File: src/rtl/fb_plotter.sv
`default_nettype none
// ============================================================================
// Module   : fb_plotter
// Purpose  : Port-A write engine for the RGB565 frame buffer. It sweeps the
//            buffer to a clear colour, then plots streamed points. Building
//            with FB_PLOT_CLEAR_EN enables the per-frame clear sweep.
// Revision : 1.0 - initial release
// ============================================================================
module fb_plotter #(
  parameter int          FB_WIDTH    = 320,
  parameter int          FB_HEIGHT   = 180,
  parameter int          ADDR_W      = 16,
  parameter logic [15:0] CLEAR_COLOR = 16'h0000
) (
  input  logic              clk_in,
  input  logic              rst_in,
  input  logic              frame_start_in,
  input  logic [15:0]       x_in,
  input  logic [15:0]       y_in,
  input  logic [15:0]       color_in,
  input  logic              valid_in,
  output logic              ready_out,
  output logic [ADDR_W-1:0] fb_addr_out,
  output logic [15:0]       fb_data_out,
  output logic              fb_we_out,
  output logic              busy_out,
  output logic [15:0]       drop_count_out
);

`ifdef FB_PLOT_CLEAR_EN
  typedef enum logic [1:0] {
    S_IDLE  = 2'd0,
    S_CLEAR = 2'd1,
    S_PLOT  = 2'd2
  } state_t;
  localparam state_t c_rst_state = S_IDLE;
`else
  typedef enum logic [1:0] {
    S_IDLE  = 2'd0,
    S_PLOT  = 2'd2
  } state_t;
  localparam state_t c_rst_state = S_PLOT;
`endif

  localparam logic [15:0]       c_fb_w     = 16'(FB_WIDTH);
  localparam logic [15:0]       c_fb_h     = 16'(FB_HEIGHT);
  localparam logic [ADDR_W-1:0] c_w_addr   = ADDR_W'(FB_WIDTH);
  localparam logic [15:0]       c_drop_one = 16'd1;

  state_t            r_state, w_state_nxt;
  logic [ADDR_W-1:0] r_fb_addr, w_addr_nxt;
  logic [15:0]       r_fb_data, w_data_nxt;
  logic              r_fb_we, w_we_nxt;
  logic [15:0]       r_drop_count, w_drop_nxt;
  logic              w_accept;
  logic              w_in_bounds;
  logic [ADDR_W-1:0] w_pt_addr;

`ifdef FB_PLOT_CLEAR_EN
  // Counter holds the next address to clear; one extra bit so it can reach
  // the full pixel count even when that equals 2**ADDR_W.
  localparam logic [ADDR_W:0] c_total   = (ADDR_W+1)'(FB_WIDTH * FB_HEIGHT);
  localparam logic [ADDR_W:0] c_clr_one = (ADDR_W+1)'(1);
  logic [ADDR_W:0] r_clr_cnt, w_clr_nxt;
`else
  logic w_unused_cfg;
  assign w_unused_cfg = ^CLEAR_COLOR;
`endif

  // Reset gates ready so no beat is taken while the block is held in reset.
  assign ready_out   = (r_state == S_PLOT) && !rst_in;
  assign w_accept    = valid_in && ready_out;
  assign w_in_bounds = (x_in < c_fb_w) && (y_in < c_fb_h);
  assign w_pt_addr   = ADDR_W'(y_in) * c_w_addr + ADDR_W'(x_in);

`ifdef FB_PLOT_CLEAR_EN
  assign busy_out = (r_state == S_CLEAR);
`else
  assign busy_out = 1'b0;
`endif

  assign fb_addr_out    = r_fb_addr;
  assign fb_data_out    = r_fb_data;
  assign fb_we_out      = r_fb_we;
  assign drop_count_out = r_drop_count;

  always_ff @(posedge clk_in or posedge rst_in) begin
    if (rst_in) begin
      r_state      <= c_rst_state;
      r_fb_addr    <= '0;
      r_fb_data    <= '0;
      r_fb_we      <= 1'b0;
      r_drop_count <= '0;
`ifdef FB_PLOT_CLEAR_EN
      r_clr_cnt    <= '0;
`endif
    end else begin
      r_state      <= w_state_nxt;
      r_fb_addr    <= w_addr_nxt;
      r_fb_data    <= w_data_nxt;
      r_fb_we      <= w_we_nxt;
      r_drop_count <= w_drop_nxt;
`ifdef FB_PLOT_CLEAR_EN
      r_clr_cnt    <= w_clr_nxt;
`endif
    end
  end

  always_comb begin
    w_state_nxt = r_state;
    w_we_nxt    = 1'b0;
    w_addr_nxt  = r_fb_addr;
    w_data_nxt  = r_fb_data;
    w_drop_nxt  = r_drop_count;
`ifdef FB_PLOT_CLEAR_EN
    w_clr_nxt   = r_clr_cnt;
`endif

    if (frame_start_in) begin
      w_drop_nxt = '0;
    end else if (w_accept && !w_in_bounds && (r_drop_count != 16'hFFFF)) begin
      w_drop_nxt = r_drop_count + c_drop_one;
    end

    case (r_state)
`ifdef FB_PLOT_CLEAR_EN
      S_IDLE: begin
        if (frame_start_in) begin
          w_state_nxt = S_CLEAR;
          w_we_nxt    = 1'b1;
          w_addr_nxt  = '0;
          w_data_nxt  = CLEAR_COLOR;
          w_clr_nxt   = c_clr_one;
        end
      end
      S_CLEAR: begin
        if (frame_start_in) begin
          w_we_nxt    = 1'b1;
          w_addr_nxt  = '0;
          w_data_nxt  = CLEAR_COLOR;
          w_clr_nxt   = c_clr_one;
        end else if (r_clr_cnt == c_total) begin
          w_state_nxt = S_PLOT;
        end else begin
          w_we_nxt    = 1'b1;
          w_addr_nxt  = r_clr_cnt[ADDR_W-1:0];
          w_data_nxt  = CLEAR_COLOR;
          w_clr_nxt   = r_clr_cnt + c_clr_one;
        end
      end
`else
      S_IDLE: w_state_nxt = S_PLOT;
`endif
      S_PLOT: begin
        // A beat coinciding with frame start is discarded outright.
        if (frame_start_in) begin
`ifdef FB_PLOT_CLEAR_EN
          w_state_nxt = S_CLEAR;
          w_we_nxt    = 1'b1;
          w_addr_nxt  = '0;
          w_data_nxt  = CLEAR_COLOR;
          w_clr_nxt   = c_clr_one;
`endif
        end else if (w_accept && w_in_bounds) begin
          w_we_nxt   = 1'b1;
          w_addr_nxt = w_pt_addr;
          w_data_nxt = color_in;
        end
      end
      default: w_state_nxt = c_rst_state;
    endcase
  end

endmodule
`default_nettype wire

File: config.mk
export PLATFORM = sky130hd
export DESIGN_NAME = fb_plotter
export DESIGN_NICKNAME = d
export VERILOG_FILES = /design/src/rtl/fb_plotter.sv
export SDC_FILE = /design/constraint.sdc
export NUM_CORES = 1
export LEC_CHECK = 0
export ABC_AREA = 1
export CORE_ASPECT_RATIO = 1.75
export CORE_MARGIN = 1
export CORE_UTILIZATION = 46
export DETAILED_ROUTE_END_ITERATION = 8
export PLACE_DENSITY = 0.79
export SETUP_SLACK_MARGIN = 0.05
export SYNTH_ARGS = -nofsm -noshare
export SYNTH_HDL_FRONTEND = slang
export SYNTH_SLANG_ARGS = --single-unit
File: constraint.sdc
create_clock -name clk_in -period 3.1 [get_ports clk_in]
set_input_delay 0.31 -clock clk_in [delete_from_list [all_inputs] [get_ports clk_in]]
set_output_delay 0.31 -clock clk_in [all_outputs]
set_load 0.02 [all_outputs]
==> flow_results.org <==
** Outcome
- The flow ran to the end, and the final reports show no timing, DRC or antenna violations.

** CTS
- At the later pin of the worst-skew pair, clock insertion delay measures between 0.2 and 0.3 ns.
- Clock-pin slew was measured on the worst setup and hold paths at 0.06 ns.
- Total clock buffers created by CTS :: 5
- CTS tree :: yes
- Total clock sinks :: 49
- The H-tree was split into 2 levels.
- The tree is rooted in a clkbuf_16.
- For this design, the CTS-stage hold fixing added 0 buffers.
- Clk buf depth :: 2

** Yosys
- Syn_area_per_cell :: between 7 and 8 µm²
- Yosys printed 0 warnings.
- Number of unique standard cell types used by synthesis :: 36
- In the synthesized netlist, the number of instances is between 400 and 500.
- In this run the cell area of the synthesized design comes to 3320 µm².
- Post-synth net total :: between 500 and 600
- Synthesis inferred 49 register bits.
- Proportion of synthesized chip area in sequential cells :: 0.370

** Place
- After legalization and detailed placement, the total HPWL measured around 6800 µm.
- Port buffering added between 100 and 150 buffers.
- Number of placed instances, taps included :: between 600 and 700
- Summing all placed instances gives a cell area of about 4400 µm².
- At the end of routability-driven placement, the weighted congestion stood at just over 0.9.

** Drt
- Number of vias in the routed layout :: approximately 3300
- After detailed routing, the number of remaining DRC violations is 0.
- The count of nets left with antenna violations once routing finished came out at 0.
- Drt total wl :: between 8000 and 9000 µm
- Via-to-Cell Ratio :: 5.12
- Drt wl/cell :: between 10 and 15 µm
- Initial DRC count :: between 150 and 200
- Before antenna repair, the detailed router went through 4 iterations.

** Critical path
- Along the worst path, the maximum fanout reaches 3.
- On the critical path, the stage with the largest delay is an instance of clkdlybuf4s50_1.
- Setup crit start kind :: input pin
- Critical Path Max Stage Delay :: ~0.52 ns
- Type of the worst setup path :: input pin to flip-flop
- Slack of the worst reg-to-reg path :: around 1.3 ns
- Data arrives at the worst endpoint at 3.06 ns.
- Required time of the critical path :: about 3.3 ns
- The signal on the critical path passes through clkdlybuf4s50_1 -> ha_1 -> ha_1 -> fa_2 -> nand2_1 -> nand3_1 -> nand2_1 -> xnor2_1 -> ha_1 -> buf_4 -> a21oi_1 -> o21a_1 -> nand3_1 -> nand3_1 -> nand2_1.
- STA classifies the critical path endpoint as a flip-flop.

** Die
- Initial core utilization :: 0.480
- Number of top-level pins :: between 100 and 150
- Row Count :: 40
- The total area inside the core boundary comes to 6910 µm².
- From bottom edge to top edge, the die measures about 110 µm.
- The die is about 66 µm wide.
- The die covers between 7000 and 8000 µm².

** Global routing
- Total track usage :: 0.246
- Entering global routing, the biggest net connects 35 pins.
- The first global-routing pass estimated ~14000 µm of wire.
- The number of antenna violations at the first check in global routing is 0.
- After global routing the overflow that remains totals 0.
- Vias in the first global route :: between 3000 and 4000

** STA
- Fin crit share :: 0.929
- Minimum clock period after layout :: 2.88 ns
- Based on the critical path, the design can be clocked at up to 0.347 GHz.
- Max transition margin :: 0.533
- Transition at the pin with the smallest max-transition slack :: roughly 0.7 ns
- Clock tree skew after final layout :: around 0.0011 ns
- Setup violations remaining at the end of the flow were counted as 0.
- Setup repair after global routing missed its margin :: false
- The count of final max-slew check failures came to 0.
- Final Hold Vio Count :: 0

** Cells and area
- Synth-to-layout area growth :: 39.5%
- For this run, the post-layout net count is 642.
- Leaving out filler cells and counting taps, the final layout contains roughly 650.
- Proportion of layout cells with a drive suffix above 1 :: 0.0690
- Number of diodes added for antenna fixing :: 0
- Commonest cells after routing, fill and taps aside :: 191 x nand2_1, 101 x clkdlybuf4s50_1, 49 x dfrtp_1
- Leading cell type in the layout, fill and taps excluded :: nand2_1
- Fin area :: between 4000 and 5000 µm²

** Hold path
- Hold Crit Class :: input pin to async pin

** Pwr
- Worst supply voltage drop on vdd :: 0.269 mV
- In this run the static leakage power is approximately 2.3 nW.
- Dividing total power by cell area gives a power density of 376 nW/µm².

** Run
- Max_cap viols :: 0
==> timing repair <==
action                     CTS  global route
setup buffers                0             3
setup endpoints to repair    0             1
resized for setup            0             3
==> where the power goes <==
| part | total [mW] | switching (mW) | internal, mW |
|---|---|---|---|
| registers | 0.652 | 0.00783 | 0.644 |
| logic | 0.474 | 0.253 | 0.221 |
| clock network | 0.611 | 0.232 | 0.379 |
| total | 1.74 | 0.493 | 1.24 |
==> per-stage QoR <==
step           total power [mW]  TNS (ns)  setup WS (ns)  utilization  hold slack (ns)
2_1_floorplan             0.945         0          0.579            -            0.420
3_3_place_gp               1.10         0         0.0440        0.640            0.461
3_5_place_dp               1.10   -0.0366        -0.0366        0.640            0.464
4_1_cts                    1.72         0          0.242        0.664            0.475
5_1_grt                    1.83         0         0.0160        0.670            0.501
6_report                   1.74         0          0.219        0.670            0.468
==> registers in the layout, summed over array words and instances, names as in the netlist <==
name            count
drop_count_out     16
fb_addr_out        16
fb_data_out        16
fb_we_out           1
==> routing by layer <==
| layer | share of wire | vias up | track usage |
|---|---|---|---|
| met5 | 0 | - | 0 |
| met4 | 0.048 | 0 | 0.129 |
| met3 | 0.043 | 32 | 0.0359 |
| met2 | 0.54 | 122 | 0.465 |
| met1 | 0.36 | 1517 | 0.250 |
| li1 | - | 1652 | - |
==> synthesized netlist by cell type, drive strengths merged <==
cell type	instances	area, µm²
a21oi	8	40.0
and2	1	8.76
buf	9	72.6
clkbuf	2	7.51
clkinv	2	8.75
conb	1	3.75
dfrtp	49	1230
fa	2	40.0
ha	23	288
inv	37	139
nand2	193	734
nand3	39	225
nand4	6	43.8
nor2	47	196
nor3	4	25.0
nor3b	1	7.51
o21a	1	7.51
o21ai	6	30.0
o21bai	3	22.5
or2	2	15.0
xnor2	6	52.6
xor2	14	123
==> final timing paths <==
check                                  startpoint           endpoint  cells after the start
worst max-delay path                      y_in[3]    fb_addr_out[14]                     15
worst min-delay path                       rst_in  drop_count_out[3]                      3
worst max register to register  drop_count_out[0]  drop_count_out[1]                      8
worst min register to register     fb_data_out[9]     fb_data_out[9]                      2
max in group asynchronous                  rst_in    fb_data_out[10]                      3
min in group clk_in                fb_data_out[9]     fb_data_out[9]                      2
==> cell type report <==
cell class                 count  area (µm²)
clock buffer                   5         125
multi-input combinational    357        1880
sequential                    49        1230
clock inverter                 2        38.8
tap                           84         105
inverter                      39         148
fill                         614        2280
timing repair buffer         113        1100
==> worst max-delay path: cells and delay by family <==
family	cells	cell delay (ns)
adders and majority gates	4	1.15
buffers and inverters	2	0.68
and+or+nand+nor	6	0.48
AOI/OAI and AO/OA	2	0.30
xor gates and xnor gates	1	0.15
==> cell families (layout without fill, tap and decap cells) <==
logic type,Yosys count,after routing,share of synthesized area
AND/OR/NAND/NOR,293,293,0.379
buffers and inverters,50,159,0.0687
flip-flops,49,49,0.370
adder cells (fa/ha/maj),25,25,0.0988
XOR/XNOR,20,20,0.0528
AO/OA/AOI/OAI,18,18,0.0302
other,1,1,0.00113
No activity file was read; power rests on OpenSTA's default activity.
